[src/rtl/sbox_arbiter_if.sv]
// Handshake bundle between the state / key-schedule requesters and sbox_arbiter.
// Byte k of any data word sits at the MSB end first: byte 0 is data[W-1 -: 8].
interface sbox_arbiter_if;
  logic         st_valid;
  logic         st_ready;
  logic [127:0] st_data;
  logic         st_out_valid;
  logic [127:0] st_out;
  logic         kw_valid;
  logic         kw_ready;
  logic [31:0]  kw_data;
  logic         kw_out_valid;
  logic [31:0]  kw_out;
  logic         busy;

  modport master (
    output st_valid, st_data, kw_valid, kw_data,
    input  st_ready, st_out_valid, st_out, kw_ready, kw_out_valid, kw_out, busy
  );

  modport slave (
    input  st_valid, st_data, kw_valid, kw_data,
    output st_ready, st_out_valid, st_out, kw_ready, kw_out_valid, kw_out, busy
  );
endinterface

[src/rtl/sbox_arbiter.sv]
// Four shared AES forward S-boxes time-multiplexed between a 128-bit SubBytes
// requester (four passes) and a 32-bit SubWord key-schedule requester (one pass).
module sbox_arbiter #(
  parameter bit KEY_PRIO = 1'b0
) (
  input logic          clk,
  input logic          rst,
  sbox_arbiter_if.slave bus
);

  typedef enum logic [2:0] {IDLE, ST0, ST1, ST2, ST3, KW} state_t;

  state_t       state;
  logic [127:0] st_cap;
  logic [31:0]  kw_cap;
  logic [95:0]  st_acc;
  logic [127:0] st_out_q;
  logic [31:0]  kw_out_q;
  logic         st_pulse;
  logic         kw_pulse;
  logic         last_key;
  logic [31:0]  sbox_in;
  logic [31:0]  sbox_res;
  logic         idle;
  logic         key_wins;
  logic         kw_grant;
  logic         st_grant;

  // Readiness is withheld while rst is high so a handshake is never offered that cannot complete.
  assign idle     = (state == IDLE) && !rst;
  assign key_wins = KEY_PRIO || !last_key;
  assign kw_grant = idle && bus.kw_valid && (!bus.st_valid || key_wins);
  assign st_grant = idle && bus.st_valid && !kw_grant;

  always_comb begin
    sbox_in = 32'h0;
    case (state)
      ST0:     sbox_in = st_cap[127:96];
      ST1:     sbox_in = st_cap[95:64];
      ST2:     sbox_in = st_cap[63:32];
      ST3:     sbox_in = st_cap[31:0];
      KW:      sbox_in = kw_cap;
      default: sbox_in = 32'h0;
    endcase
  end

  for (genvar g = 0; g < 4; g++) begin : g_sbox
    aes_sbox u_sbox (
      .a (sbox_in[8*g +: 8]),
      .y (sbox_res[8*g +: 8])
    );
  end

  // Words 0..2 accumulate privately so st_out changes all at once with the pulse.
  always_ff @(posedge clk or posedge rst) begin
    if (rst) begin
      state    <= IDLE;
      st_cap   <= '0;
      kw_cap   <= '0;
      st_acc   <= '0;
      st_out_q <= '0;
      kw_out_q <= '0;
      st_pulse <= 1'b0;
      kw_pulse <= 1'b0;
      last_key <= 1'b0;
    end else begin
      st_pulse <= 1'b0;
      kw_pulse <= 1'b0;
      case (state)
        IDLE: begin
          if (kw_grant) begin
            kw_cap   <= bus.kw_data;
            last_key <= 1'b1;
            state    <= KW;
          end else if (st_grant) begin
            st_cap   <= bus.st_data;
            last_key <= 1'b0;
            state    <= ST0;
          end
        end
        ST0: begin
          st_acc[95:64] <= sbox_res;
          state         <= ST1;
        end
        ST1: begin
          st_acc[63:32] <= sbox_res;
          state         <= ST2;
        end
        ST2: begin
          st_acc[31:0] <= sbox_res;
          state        <= ST3;
        end
        ST3: begin
          st_out_q <= {st_acc, sbox_res};
          st_pulse <= 1'b1;
          state    <= IDLE;
        end
        KW: begin
          kw_out_q <= sbox_res;
          kw_pulse <= 1'b1;
          state    <= IDLE;
        end
        default: state <= IDLE;
      endcase
    end
  end

  assign bus.st_ready     = st_grant;
  assign bus.kw_ready     = kw_grant;
  assign bus.st_out_valid = st_pulse;
  assign bus.st_out       = st_out_q;
  assign bus.kw_out_valid = kw_pulse;
  assign bus.kw_out       = kw_out_q;
  assign bus.busy         = (state != IDLE);

endmodule

// AES forward S-box as a 256-entry lookup; entry 0 is the leftmost byte.
module aes_sbox (
  input  logic [7:0] a,
  output logic [7:0] y
);

  localparam logic [0:255][7:0] TABLE = {
    128'h637c777bf26b6fc53001672bfed7ab76,
    128'hca82c97dfa5947f0add4a2af9ca472c0,
    128'hb7fd9326363ff7cc34a5e5f171d83115,
    128'h04c723c31896059a071280e2eb27b275,
    128'h09832c1a1b6e5aa0523bd6b329e32f84,
    128'h53d100ed20fcb15b6acbbe394a4c58cf,
    128'hd0efaafb434d338545f9027f503c9fa8,
    128'h51a3408f929d38f5bcb6da2110fff3d2,
    128'hcd0c13ec5f974417c4a77e3d645d1973,
    128'h60814fdc222a908846eeb814de5e0bdb,
    128'he0323a0a4906245cc2d3ac629195e479,
    128'he7c8376d8dd54ea96c56f4ea657aae08,
    128'hba78252e1ca6b4c6e8dd741f4bbd8b8a,
    128'h703eb5664803f60e613557b986c11d9e,
    128'he1f8981169d98e949b1e87e9ce5528df,
    128'h8ca1890dbfe6426841992d0fb054bb16
  };

  assign y = TABLE[a];

endmodule
[src/flat_wrapper.sv]
// flat-port wrapper written by rule: the top's interface ports become plain ports
module sbox_arbiter_flat 
#(
  parameter bit KEY_PRIO = 1'b0
)
  (clk, rst, bus_st_valid, bus_st_data, bus_kw_valid, bus_kw_data, bus_st_ready, bus_st_out_valid, bus_st_out, bus_kw_ready, bus_kw_out_valid, bus_kw_out, bus_busy);
  sbox_arbiter_if bus_i ();
  input logic clk;
  input logic rst;
  input wire logic [$bits(bus_i.st_valid)-1:0] bus_st_valid;
  input wire logic [$bits(bus_i.st_data)-1:0] bus_st_data;
  input wire logic [$bits(bus_i.kw_valid)-1:0] bus_kw_valid;
  input wire logic [$bits(bus_i.kw_data)-1:0] bus_kw_data;
  output wire logic [$bits(bus_i.st_ready)-1:0] bus_st_ready;
  output wire logic [$bits(bus_i.st_out_valid)-1:0] bus_st_out_valid;
  output wire logic [$bits(bus_i.st_out)-1:0] bus_st_out;
  output wire logic [$bits(bus_i.kw_ready)-1:0] bus_kw_ready;
  output wire logic [$bits(bus_i.kw_out_valid)-1:0] bus_kw_out_valid;
  output wire logic [$bits(bus_i.kw_out)-1:0] bus_kw_out;
  output wire logic [$bits(bus_i.busy)-1:0] bus_busy;
  assign bus_i.st_valid = bus_st_valid;
  assign bus_i.st_data = bus_st_data;
  assign bus_i.kw_valid = bus_kw_valid;
  assign bus_i.kw_data = bus_kw_data;
  assign bus_st_ready = bus_i.st_ready;
  assign bus_st_out_valid = bus_i.st_out_valid;
  assign bus_st_out = bus_i.st_out;
  assign bus_kw_ready = bus_i.kw_ready;
  assign bus_kw_out_valid = bus_i.kw_out_valid;
  assign bus_kw_out = bus_i.kw_out;
  assign bus_busy = bus_i.busy;
  sbox_arbiter #(.KEY_PRIO(KEY_PRIO)) u_core (.clk(clk), .rst(rst), .bus(bus_i));
endmodule
[config.mk]
export PLATFORM = sky130hd
export DESIGN_NAME = sbox_arbiter_flat
export DESIGN_NICKNAME = d
export VERILOG_FILES = /design/src/rtl/sbox_arbiter_if.sv /design/src/rtl/sbox_arbiter.sv /design/src/flat_wrapper.sv
export SDC_FILE = /design/constraint.sdc
export NUM_CORES = 2
export LEC_CHECK = 0
export BUFFER_PORTS_ARGS = -buffer_cell sky130_fd_sc_hd__buf_2
export CAP_MARGIN = 30
export CORE_MARGIN = 2
export CORE_UTILIZATION = 30
export CTS_CLUSTER_SIZE = 14
export DETAILED_ROUTE_END_ITERATION = 16
export PLACE_DENSITY = 0.45
export SETUP_SLACK_MARGIN = 0.5
export SKIP_LAST_GASP = 1
export SYNTH_ARGS = -nofsm -noshare
export SYNTH_HDL_FRONTEND = slang
export SYNTH_SLANG_ARGS = --single-unit
[constraint.sdc]
create_clock -name clk -period 19.6 [get_ports clk]
set_clock_uncertainty 0.05 [all_clocks]
set_input_delay 3.92 -clock clk [delete_from_list [all_inputs] [get_ports clk]]
set_output_delay 3.92 -clock clk [all_outputs]
set_load 0.01 [all_outputs]
==> key figures <==
Critical path
  • Reg2reg start: u_core.state[1]$_DFFE_PP0P_
  • CP most frequent cell: buf_2
  • Slowest stage delay, CP: 710 ps
  • CP startpoint kind: input port
  • Critical Path AT: approximately 6000 ps
  • CP cell instances: buf_2 > nor2_1 > nand3_2 > and3_4 > buf_2
  • Critical R2R Capture: u_core.st_acc[33]$_DFFE_PP0N_
  • WP data required: 15630 ps
  • Worst Setup End Kind: output pin
  • CP startpoint: rst
  • Worst-path maximum fanout: 42
  • CP Class: input port to output pin
  • Buf+Inv Stages, Crit Path: 2
  • R2R depth: 16
  • Reg2Reg Setup Slack: between 10000 and 15000 ps
  • Slowest cell on crit path: and3_4
  • CP delay by family, top: simple AND/OR/NAND/NOR gates

Routing
  • DR vias: roughly 35000
  • WL per Instance: roughly 29 um
  • Final WL: 159 mm
  • Initial DRC Count: approximately 4200
  • Router iterations before antenna repair: 8
  • Drt drc: 0
  • Vias/cell: ~6.3
  • Post-DRT Antenna Nets: 0

GRT
  • Initial antenna violation count: 20
  • Global route total overflow: 0
  • Vias in the first global route: roughly 33000
  • Largest net degree at the start of global routing: 96
  • GRT Util Overall: 0.286
  • First-pass GRT wire length: ~230 mm

Synth
  • Syn Inst Count: 3906
  • Seq cells post-synth: about 420
  • Avg Inst Size Synth: ~8.0 um2
  • Sequential area share after synthesis: 0.339
  • Ys async rst share: 1.00
  • Synth unique cells: between 100 and 150
  • Netlist Area Pre-Place: 31200 um2
  • Yosys warns: 0
  • Mapped Nets: slightly above 4000
  • Top_reg_cell synth: dfrtp_1
  • Post-synth EDFFs: 0

Hold path
  • Class of the worst hold path: flop to flop
  • WHS Endpoint: u_core.bus.st_out[68]$_DFFE_PP0N_
  • Hold Path Depth: 2
  • Hold path startpoint: u_core.st_acc[36]$_DFFE_PP0N_

Placed design
  • Gpl congestion: between 0.9 and 1
  • DP HPWL: between 100 and 150 mm
  • PortBufs: 328

Die
  • Initial Util: 0.302
  • Row cnt: roughly 120
  • Core Area: approximately 100000 um2
  • Die span in y: ~330 um
  • Die area: 106000 um2
  • Die width: ~330 um
  • Ports: about 330

Timing
  • Tmin final: between 9000 and 10000 ps
  • F_max: 101 MHz
  • Rel. slew slack: 0.273
  • Total negative setup slack: 0 ps
  • Final period util: 0.506
  • Worst Tran Pin Value: about 1100 ps
  • Unrepaired setup endpoints after global routing: no
  • Final hold vios: 0
  • Slew Limit Fails: 0
  • Setup-failing EPs final: 0

Clock network
  • Max Buffers Root-to-Sink: 3
  • Cts bufs inserted: 50
  • Clock sinks: between 400 and 500
  • Root Driver: clkbuf_16
  • CTS HTree Levels: 2
  • Skew-Pair Late Insertion Delay: between 600 and 700 ps
  • Resize count post-CTS: 0
  • Worst-path clk slew: around 60 ps
  • Post-CTS Setup Bufs: 0
  • Hold_buf cts: 0
  • CTS tree: done

Layout
  • Area grow syn2layout: 15.0%
  • Nets: roughly 4300
  • Final core utilization: 0.347
  • Filler cells: around 11000
  • Share of layout cells above drive strength 1: 0.195
  • Most frequent cells in the layout: 722 x nand2_1, 420 x dfrtp_1, 333 x buf_2
  • Commonest non-fill, non-tap cell in the layout: nand2_1

Flow run
  • Max Cap Viol: 0

Status
  • Status: finished clean
-- worst max path at each step --
| stage | to | cells past startpoint |
|---|---|---|
| 2_1_floorplan | u_core.bus.kw_out[0]$_DFFE_PP0N_ | 1 |
| 3_3_place_gp | bus_st_ready | 5 |
| 3_5_place_dp | bus_st_ready | 5 |
| 4_1_cts | bus_st_ready | 5 |
| 5_1_grt | bus_st_ready | 5 |
| 6_report | bus_st_ready | 5 |
-- sequential cells by signal, indices dropped and copies added (netlist names) --
name and flops:
u_core.bus.st_out 128, u_core.st_cap 128, u_core.st_acc 96, u_core.bus.kw_out 32, u_core.kw_cap 32, u_core.state 3
u_core.bus.kw_out_valid 1, u_core.bus.st_out_valid 1, u_core.last_key 1
-- stage by stage --
| step | area, um2 | hold slack (ps) | worst slack [ps] | std cells |
|---|---|---|---|---|
| after floorplan | 31200 | 387 | 3870 | 3906 |
| after global placement | 34000 | 397 | 9650 | 5354 |
| after detailed placement | 34100 | 399 | 9620 | 5364 |
| after CTS | 35700 | 414 | 9620 | 5453 |
| after global routing | 35800 | 430 | 9500 | 5461 |
| final | 35800 | 412 | 9680 | 5461 |
-- worst min-delay path: stages, from the launching register on --
cell and delay [ps]:
dfrtp_1 340, nand2_1 50, nand2_1 50
-- kinds of logic (layout without fill, tap and decap cells) --
group | after synthesis | count (layout) | share of synthesized area
buffers and inverters | 436 | 610 | 0.0615
other | 0 | 1 | 0
AO/OA/AOI/OAI | 1421 | 1421 | 0.317
XOR/XNOR | 4 | 4 | 0.00112
adder cells (fa/ha/maj) | 50 | 50 | 0.0201
multiplexers | 200 | 200 | 0.0705
flip-flops | 422 | 422 | 0.339
AND/OR/NAND/NOR | 1373 | 1373 | 0.190
-- layout make-up --
class                      count  area (um2)  area share
inverter                      42         170     0.00475
tap                         1380        1730      0.0482
clock buffer                  69        1410      0.0394
clock inverter                20         251     0.00702
timing repair buffer         479        2840      0.0792
sequential                   422       10600       0.295
multi-input combinational   3048       18900       0.526
antenna                        1        2.50   0.0000699
-- cell usage after synthesis (all sizes together) (40+ instances only) --
| library cell | n | share of area |
|---|---|---|
| nor2 | 269 | 0.033 |
| o311ai | 40 | 0.011 |
| ha | 50 | 0.020 |
| nand3 | 109 | 0.018 |
| nand2 | 731 | 0.089 |
| buf | 187 | 0.031 |
| a31oi | 79 | 0.016 |
| dfrtp | 422 | 0.34 |
| o211ai | 93 | 0.022 |
| nor3 | 116 | 0.019 |
| o21ai | 323 | 0.053 |
| a211oi | 68 | 0.017 |
| o22ai | 40 | 0.0080 |
| mux2 | 142 | 0.051 |
| mux2i | 57 | 0.018 |
| clkbuf | 207 | 0.025 |
| o31ai | 43 | 0.010 |
| a21oi | 260 | 0.043 |
| inv | 40 | 0.0048 |
| o2111ai | 44 | 0.012 |
| o221ai | 53 | 0.015 |
-- per-layer routing --
layer / up-vias / wire [um] / share of wire / GRT usage
li1: 15000 / - / - / -
met4: 34 / 6250 / 0.039 / 0.102
met3: 472 / 19200 / 0.12 / 0.0876
met5: - / 214 / 0.0013 / 0
met2: 2469 / 64700 / 0.41 / 0.408
met1: 16600 / 68100 / 0.43 / 0.406
Power is left out: the tool's default activity adds up to more than one toggle a clock period on the data nets, which glitch-free logic cannot reach.
